## src/rtl/alu_seq_ctrl.sv

```systemverilog
// ALU control decoder with an attached iterative shift-add multiplier.
// Non-MUL operations decode in a single cycle; MUL holds the pipeline for DATA_W cycles.
module alu_seq_ctrl #(
   parameter int DATA_W = 32
) (
   input  logic              clk_i,
   input  logic              rst_i,
   input  logic              valid_i,
   input  logic [5:0]        funct_i,
   input  logic [2:0]        ALUOp_i,
   input  logic [DATA_W-1:0] src1_i,
   input  logic [DATA_W-1:0] src2_i,
   output logic [3:0]        ALUCtrl_o,
   output logic              illegal_o,
   output logic              stall_o,
   output logic              busy_o,
   output logic              done_o,
   output logic [DATA_W-1:0] mul_result_o
);

   localparam int CNT_W = $clog2(DATA_W + 1);
   localparam logic [3:0] CTRL_MUL = 4'b1000;

   typedef enum logic [1:0] {
      ST_IDLE,
      ST_MUL,
      ST_DONE
   } state_t;

   state_t            state_reg, state_next;
   logic [DATA_W-1:0] mcand_reg, mcand_next;
   logic [DATA_W-1:0] mplier_reg, mplier_next;
   logic [DATA_W-1:0] acc_reg, acc_next;
   logic [DATA_W-1:0] result_reg, result_next;
   logic [CNT_W-1:0]  cnt_reg, cnt_next;

   logic [3:0] dec_ctrl;
   logic       dec_illegal;
   logic       dec_mul;

   // Pure decode of the incoming instruction, independent of valid_i and state
   always_comb begin
      dec_ctrl    = 4'b1111;
      dec_illegal = 1'b1;
      case (ALUOp_i)
         3'b000, 3'b100: begin dec_ctrl = 4'b0010; dec_illegal = 1'b0; end
         3'b001:         begin dec_ctrl = 4'b0110; dec_illegal = 1'b0; end
         3'b101:         begin dec_ctrl = 4'b0001; dec_illegal = 1'b0; end
         3'b010: begin
            case (funct_i)
               6'b100000: begin dec_ctrl = 4'b0010; dec_illegal = 1'b0; end
               6'b100010: begin dec_ctrl = 4'b0110; dec_illegal = 1'b0; end
               6'b100100: begin dec_ctrl = 4'b0000; dec_illegal = 1'b0; end
               6'b100101: begin dec_ctrl = 4'b0001; dec_illegal = 1'b0; end
               6'b101010: begin dec_ctrl = 4'b0111; dec_illegal = 1'b0; end
               6'b011000: begin dec_ctrl = CTRL_MUL; dec_illegal = 1'b0; end
               default:   begin dec_ctrl = 4'b1111; dec_illegal = 1'b1; end
            endcase
         end
         default:        begin dec_ctrl = 4'b1111; dec_illegal = 1'b1; end
      endcase
      dec_mul = !dec_illegal && (dec_ctrl == CTRL_MUL);
   end

   always_comb begin
      state_next  = state_reg;
      mcand_next  = mcand_reg;
      mplier_next = mplier_reg;
      acc_next    = acc_reg;
      result_next = result_reg;
      cnt_next    = cnt_reg;
      ALUCtrl_o   = dec_ctrl;
      illegal_o   = dec_illegal;
      stall_o     = 1'b0;
      busy_o      = 1'b0;
      done_o      = 1'b0;
      case (state_reg)
         ST_IDLE: begin
            if (valid_i && dec_mul) begin
               stall_o     = 1'b1;
               state_next  = ST_MUL;
               mcand_next  = src1_i;
               mplier_next = src2_i;
               acc_next    = '0;
               cnt_next    = '0;
            end
         end
         ST_MUL: begin
            ALUCtrl_o   = CTRL_MUL;
            illegal_o   = 1'b0;
            stall_o     = 1'b1;
            busy_o      = 1'b1;
            acc_next    = acc_reg + (mplier_reg[0] ? mcand_reg : '0);
            mcand_next  = mcand_reg << 1;
            mplier_next = mplier_reg >> 1;
            cnt_next    = cnt_reg + CNT_W'(1);
            // Last partial product lands in the same edge that publishes the result
            if (cnt_reg == CNT_W'(DATA_W - 1)) begin
               state_next  = ST_DONE;
               result_next = acc_next;
            end
         end
         ST_DONE: begin
            ALUCtrl_o  = CTRL_MUL;
            illegal_o  = 1'b0;
            done_o     = 1'b1;
            state_next = ST_IDLE;
         end
         default: state_next = ST_IDLE;
      endcase
   end

   always_ff @(posedge clk_i or negedge rst_i) begin
      if (!rst_i) begin
         state_reg  <= ST_IDLE;
         mcand_reg  <= '0;
         mplier_reg <= '0;
         acc_reg    <= '0;
         result_reg <= '0;
         cnt_reg    <= '0;
      end else begin
         state_reg  <= state_next;
         mcand_reg  <= mcand_next;
         mplier_reg <= mplier_next;
         acc_reg    <= acc_next;
         result_reg <= result_next;
         cnt_reg    <= cnt_next;
      end
   end

   assign mul_result_o = result_reg;

endmodule

```

## config.mk

```make
export PLATFORM = sky130hd
export DESIGN_NAME = alu_seq_ctrl
export DESIGN_NICKNAME = d
export VERILOG_FILES = /design/src/rtl/alu_seq_ctrl.sv
export SDC_FILE = /design/constraint.sdc
export NUM_CORES = 1
export LEC_CHECK = 0
export ABC_CLOCK_PERIOD_IN_PS = 3810
export CAP_MARGIN = 20
export CORE_ASPECT_RATIO = 1.1
export CORE_UTILIZATION = 50
export CTS_CLUSTER_DIAMETER = 30
export CTS_CLUSTER_SIZE = 28
export DETAILED_ROUTE_END_ITERATION = 6
export GPL_ROUTABILITY_DRIVEN = 0
export HOLD_SLACK_MARGIN = 0.1
export PLACE_DENSITY = 0.8
export SKIP_LAST_GASP = 1
export SLEW_MARGIN = 20
export SYNTH_ARGS = -nofsm -noshare
export SYNTH_HDL_FRONTEND = slang
export SYNTH_SLANG_ARGS = --single-unit
```

## constraint.sdc

```tcl
create_clock -name clk_i -period 3.81 [get_ports clk_i]
set_clock_uncertainty 0.15 [all_clocks]
set_input_delay 0.762 -clock clk_i [delete_from_list [all_inputs] [get_ports clk_i]]
set_output_delay 0.762 -clock clk_i [all_outputs]
set_load 0.01 [all_outputs]
```

=== Word level (Yosys, flattened, before mapping) ===
Index checks and enable logic that the tools add are counted.

* Eq/ne operators: 16
* Add/sub/neg operators: 2
* Reduce and logical (&&, ||, !) cells: 13
* Multiplexer cells: 22

{| class="wikitable"
|+ Operators by type and width
! cell !! number
|-
| 32-bit case mux with 2 select lines || 3
|-
| 32-bit 2-to-1 mux || 4
|-
| 32-bit adder || 1
|-
| 6-bit == test, second input constant || 5
|-
| 4-bit case mux with 6 select lines || 1
|-
| 4-bit case mux with 4 select lines || 1
|-
| 6-bit by 5-bit == test with 1-bit output, second input constant || 2
|-
| 6-bit case mux with 2 select lines || 1
|-
| 6-bit by 1-bit adder with 6-bit output, second input constant || 1
|-
| 3-bit == test, second input constant || 2
|-
| 6-bit 2-to-1 mux || 1
|-
| 2-bit AND reduction || 3
|-
| 6-bit OR reduction || 1
|-
| 1-bit 2-to-1 mux || 5
|-
| 4-bit == test, second input constant || 1
|-
| 2-bit 2-to-1 mux || 2
|-
| 4-bit 2-to-1 mux || 1
|-
| 2-bit inequality test, second input constant || 2
|-
| 1-bit case mux with 2 select lines || 2
|-
| 2-bit case mux with 2 select lines || 1
|-
| 2-bit OR reduction || 2
|-
| 4-bit OR reduction || 1
|-
| 3-bit by 1-bit == test with 1-bit output, second input constant || 1
|-
| 3-bit by 2-bit == test with 1-bit output, second input constant || 1
|-
| 7 further kinds || 8
|}

* Bits in registers: 136
* Input port bits: 76
* Logic and storage cells: 59
* Output and inout bits: 40

=== Logic depth before layout (Yosys ltp) ===
* Depth in word-level cells: 9
* Gate-level depth with buffers: 11
* Mapped depth without buffers: 11

=== Worst setup path after synthesis ===
OpenSTA, ideal clock, no wires.

* Kind: register -> register
* Start: reg mplier_reg[0]
* End: reg result_reg[16], in the netlist mul_result_o[16]
* Path slack: 1229 ps
* Data arrival time: 2306 ps
* Buffers on the path: 1
* Cell stages (with the launch flop): 11
* Clock period less this slack: 2581 ps
* Data required time: 3535 ps
* Library setup time: 125 ps
* Cell sequence: dfrtp_1 -> clkbuf_1 -> nand2_1 -> fa_1 -> nor2b_1 -> o2111ai_1 -> a21oi_1 -> a21oi_1 -> and2b_1 -> xnor2_1 -> mux2_2

* Word-level cells in the longest chain between the ends: 2

{| class="wikitable"
|+ Ends and longest elaborated chain
! item !! line !! source
|-
| start, declared || 32 || <nowiki>logic [DATA_W-1:0] mplier_reg, mplier_next;</nowiki>
|-
| start signal, assigned || 124 || <nowiki>mplier_reg <= mplier_next;</nowiki>
|-
| 32-bit 2-to-1 mux || 93 || <nowiki>acc_next = acc_reg + (mplier_reg[0] ? mcand_reg : '0);</nowiki>
|-
| 32-bit adder || 93 ||
|-
| end signal, assigned || 126 || <nowiki>result_reg <= result_next;</nowiki>
|-
| end, declared || 34 || <nowiki>logic [DATA_W-1:0] result_reg, result_next;</nowiki>
|}

No other way between the ends.
A chain may end at the register's enable or synchronous reset.

=== Final worst setup path ===
* Start: in funct_i[1]
* End: out ALUCtrl_o[2]

* Word-level cells in the longest chain between the ends: 4
* Elaborated cells between the ends (all ways): 9
* Those cells by class: eq/ne: 6; mux: 3

{| class="wikitable"
|+ Ends and longest elaborated chain
! item !! line !! source
|-
| start, declared || 9 || <nowiki>input logic [5:0] funct_i,</nowiki>
|-
| 6-bit by 5-bit == test with 1-bit output or 6-bit == test (tied branches) || 50 || <nowiki>case (funct_i)</nowiki>
|-
| 4-bit case mux with 6 select lines (*) || 50 ||
|-
| 4-bit case mux with 4 select lines (*) || 45 || <nowiki>case (ALUOp_i)</nowiki>
|-
| 4-bit 2-to-1 mux (*) || 77 || <nowiki>case (state_reg)</nowiki>
|-
| end, declared || 13 || <nowiki>output logic [3:0] ALUCtrl_o,</nowiki>
|}

Every way passes the cells marked *; elsewhere a longest branch is shown, timed or not.

==> results.yml <==
clocking:
  hold_buffers: 0
  tritoncts_num_sinks: 136
  root_buffer: "clkbuf_16"
  postCtsSetupRepairBufs: 0
  path_clk_slew_ps: 60
  cts-buffers-inserted: 17
  clk_latency_ps: 430
  cts_tree: "yes"
  htreeDepth: 4
  clock_path_buffers: 2
setup_path:
  cp.depth: 6
  critPathLaunchType: "input pin"
  cpLargestDelayFamily: "buffers and inverters"
  ff2ff_setup_slack_ps: 610
  crit_end: "ALUCtrl_o[2]"
  path_buf_inv: 2
  cp_max_fo: 6
  path_common_cell: "clkdlybuf4s50_1"
  rr_startpoint: "mplier_reg[0]$_DFFE_PN0P_"
  slowest_delay_ps: 630
  path_cells: "clkdlybuf4s50_1, nor2b_1, a41oi_1, or2_2, a21oi_1, clkdlybuf4s50_1"
  endpoint_kind: "output port"
  crit_start: "funct_i[1]"
  regToRegEndpoint: "mul_result_o[16]$_DFFE_PN0P_"
  worstSetupPathType: "in -> out"
  reg2reg_depth: 11
  slowest_stage: "clkdlybuf4s50_1"
  arrival_ps: 2740
  cp.required_ps: 2900
detailed_routing:
  ant_nets: 0
  wl_per_cell_um: 16.01
  firstDrtPassIters: 6
  finalWirelength_mm: 18.56
  viasPerCell: 5.611
  drc: 1
  drtIter0Drc: 360
  via_count: 6503
global_routing:
  grt_overflow: 0
  grt_pass1_wl_mm: 31.00
  antenna_found_initial: 0
  grt_pass1_vias: 6500
  grt_usage_pct: 24.14
  grt_max_degree: 85
sta:
  finalSetupViolCount: 0
  hold_viol: 0
  rsz0062_at_grt: "false"
  setup_ws_ps: 161.4
  fin_crit_sh_pct: 95.76
  whs_ps: 115.9
  setup_tns_ps: 0
  post-route-min-period_ps: 3649
  slew_violations: 0
  slew_headroom_pct: 57.50
  max_freq_mhz: 274.1
  worst_pin_slew_ps: 636.0
floorplan:
  coreArea_mm2: 0.01568
  die_y_um: 134.6
  ios: 116
  start_util_pct: 51.00
  die_x_um: 122.6
  die_area_mm2: 0.01650
  row_count: 48
placement:
  pre_cts_slack_ps: 119.6
  place_area_mm2: 0.009333
  dp_hpwl_mm: 13.33
  port_buffers: 115
cells_and_area:
  nets: 1058
  fin_util_pct: 63.43
  drive_above_1_share_pct: 8.133
  final_area_mm2: 0.009942
  antenna_cells: 0
  syn_to_final_growth_pct: 24.37
logic_synthesis:
  ys_seq_area_share_pct: 42.57
  synthFlopType: "dfrtp_1"
  yosys_warnings: 0
  synth_edf_count: 0
  ys_ff_latch: 136
  async_flop_share_pct: 100.0
  syn-cell-area_mm2: 0.007994
  synth_cell_types: 65
  avgSynthCellArea_um2: 9.449
  syn_nets: 958
  synth_cells: 846
worst_hold_path:
  hold_class: "in -> async"
status:
  status: "finished, violations left"
  violations: "DRC"
pwr:
  power_density_mw_per_mm2: 347.7
  irDropWorstVdd_mv: 0.2620
  p_leak_nw: 4.414
job:
  cap_viol_max_count: 0
cell usage in the layout (no fill, tap or decap), types with 18 or more instances in the layout:
master and instances:
nand2_1 152, ha_1 34, mux2i_1 63, a22o_1 26, inv_1 18, clkdlybuf4s50_1 114
a21oi_1 38, nor2_1 26, dfrtp_1 136, and2_1 31, o21ai_0 93
cell usage after synthesis (2+ instances only):
| library cell | number | area [um2] |
|---|---|---|
| nand2_1 | 152 | 570.6 |
| dfrtp_1 | 136 | 3403 |
| o21ai_0 | 93 | 465.5 |
| mux2i_1 | 64 | 640.6 |
| a21oi_1 | 39 | 195.2 |
| ha_1 | 35 | 437.9 |
| and2_1 | 31 | 193.9 |
| a22o_1 | 26 | 227.7 |
| nor2_1 | 26 | 97.59 |
| clkbuf_1 | 19 | 71.32 |
| buf_2 | 18 | 90.09 |
| inv_1 | 18 | 67.56 |
| xor2_1 | 17 | 148.9 |
| xnor2_1 | 14 | 122.6 |
| nand4_1 | 13 | 81.33 |
| mux2_2 | 10 | 112.6 |
| nand3_1 | 8 | 40.04 |
| o21a_1 | 8 | 60.06 |
| o21ai_1 | 8 | 40.04 |
| a21o_1 | 7 | 52.55 |
| a21oi_2 | 7 | 61.31 |
| o211ai_1 | 7 | 52.55 |
| o21bai_1 | 7 | 52.55 |
| nor2b_1 | 6 | 37.54 |
| nor3_1 | 6 | 30.03 |
| a211o_1 | 4 | 35.03 |
| and3_1 | 4 | 25.02 |
| buf_6 | 4 | 45.04 |
| o31ai_1 | 4 | 30.03 |
| a31oi_1 | 3 | 18.77 |
| buf_1 | 3 | 11.26 |
| nand2b_1 | 3 | 18.77 |
| or3_1 | 3 | 18.77 |
| a211oi_1 | 2 | 15.01 |
| a21oi_4 | 2 | 32.53 |
| a221o_1 | 2 | 20.02 |
| a2bb2oi_1 | 2 | 17.52 |
| a41oi_1 | 2 | 17.52 |
| and4_1 | 2 | 17.52 |
| mux2_4 | 2 | 30.03 |
| nand3b_1 | 2 | 15.01 |
| nor3b_1 | 2 | 15.01 |
| nor4_1 | 2 | 12.51 |
| o2111ai_1 | 2 | 17.52 |
report_power, final:
group	total (W)	switching (W)	internal, W
clock network	0.00171	0.000646	0.00106
registers	0.00151	0.0000265	0.00148
logic	0.000244	0.000111	0.000134
final cells by class:
class	count	area [um2]
clock inverter	12	150.1
clock buffer	20	456.7
fill	1272	5733
inverter	18	67.56
multi-input combinational	647	4329
sequential	136	3403
timing repair buffer	126	1285
tap	200	250.2
stage by stage:
step | std cells | total power, W
6_report | 1159 | 0.003457
5_1_grt | 1159 | 0.003583
4_1_cts | 1159 | 0.003485
3_5_place_dp | 1127 | 0.001781
3_3_place_gp | 1127 | 0.001774
2_1_floorplan | 846 | 0.001628
per-layer routing:
layer / vias up / share of wire (%) / GRT usage [%]
met3: 47 / 5.7 / 6.377
met1: 3074 / 44 / 30.71
met5: - / 0 / 0
met4: 0 / 3.5 / 11.79
met2: 174 / 47 / 37.92
li1: 3208 / - / -
worst register-to-register path, delay by kind of cell (launching register included):
| family | cells | cell delay, ps |
|---|---|---|
| fa+ha+maj | 2 | 580 |
| buf+inv | 1 | 60 |
| mux | 1 | 270 |
| xor+xnor | 1 | 140 |
| flops | 1 | 560 |
| compound gates | 3 | 710 |
| simple gates | 3 | 590 |
how the worst min path moves through the flow:
stage,startpoint,endpoint,depth (start not counted)
5_1_grt,rst_i,mul_result_o[1]$_DFFE_PN0P_,1
6_report,rst_i,mul_result_o[3]$_DFFE_PN0P_,1
3_5_place_dp,mul_result_o[4]$_DFFE_PN0P_,mul_result_o[4]$_DFFE_PN0P_,2
4_1_cts,rst_i,mul_result_o[3]$_DFFE_PN0P_,1
3_3_place_gp,mul_result_o[18]$_DFFE_PN0P_,mul_result_o[18]$_DFFE_PN0P_,2
2_1_floorplan,mplier_reg[10]$_DFFE_PN0P_,mplier_reg[10]$_DFFE_PN0P_,2
what timing repair did:
action,4_1_cts,5_1_grt
hold endpoints to repair,0,0
gates resized for setup,0,1
setup endpoints to repair,0,4
cells by family after synthesis:
group,after synthesis,synth area share (%)
xor gates and xnor gates,31,3.396
DFF,136,42.57
adders and majority gates,36,5.729
AOI/OAI and AO/OA,236,19.10
muxes,76,9.798
buffers and inverters,63,3.663
and+or+nand+nor,268,15.75
No activity file was read; power rests on OpenSTA's default activity.
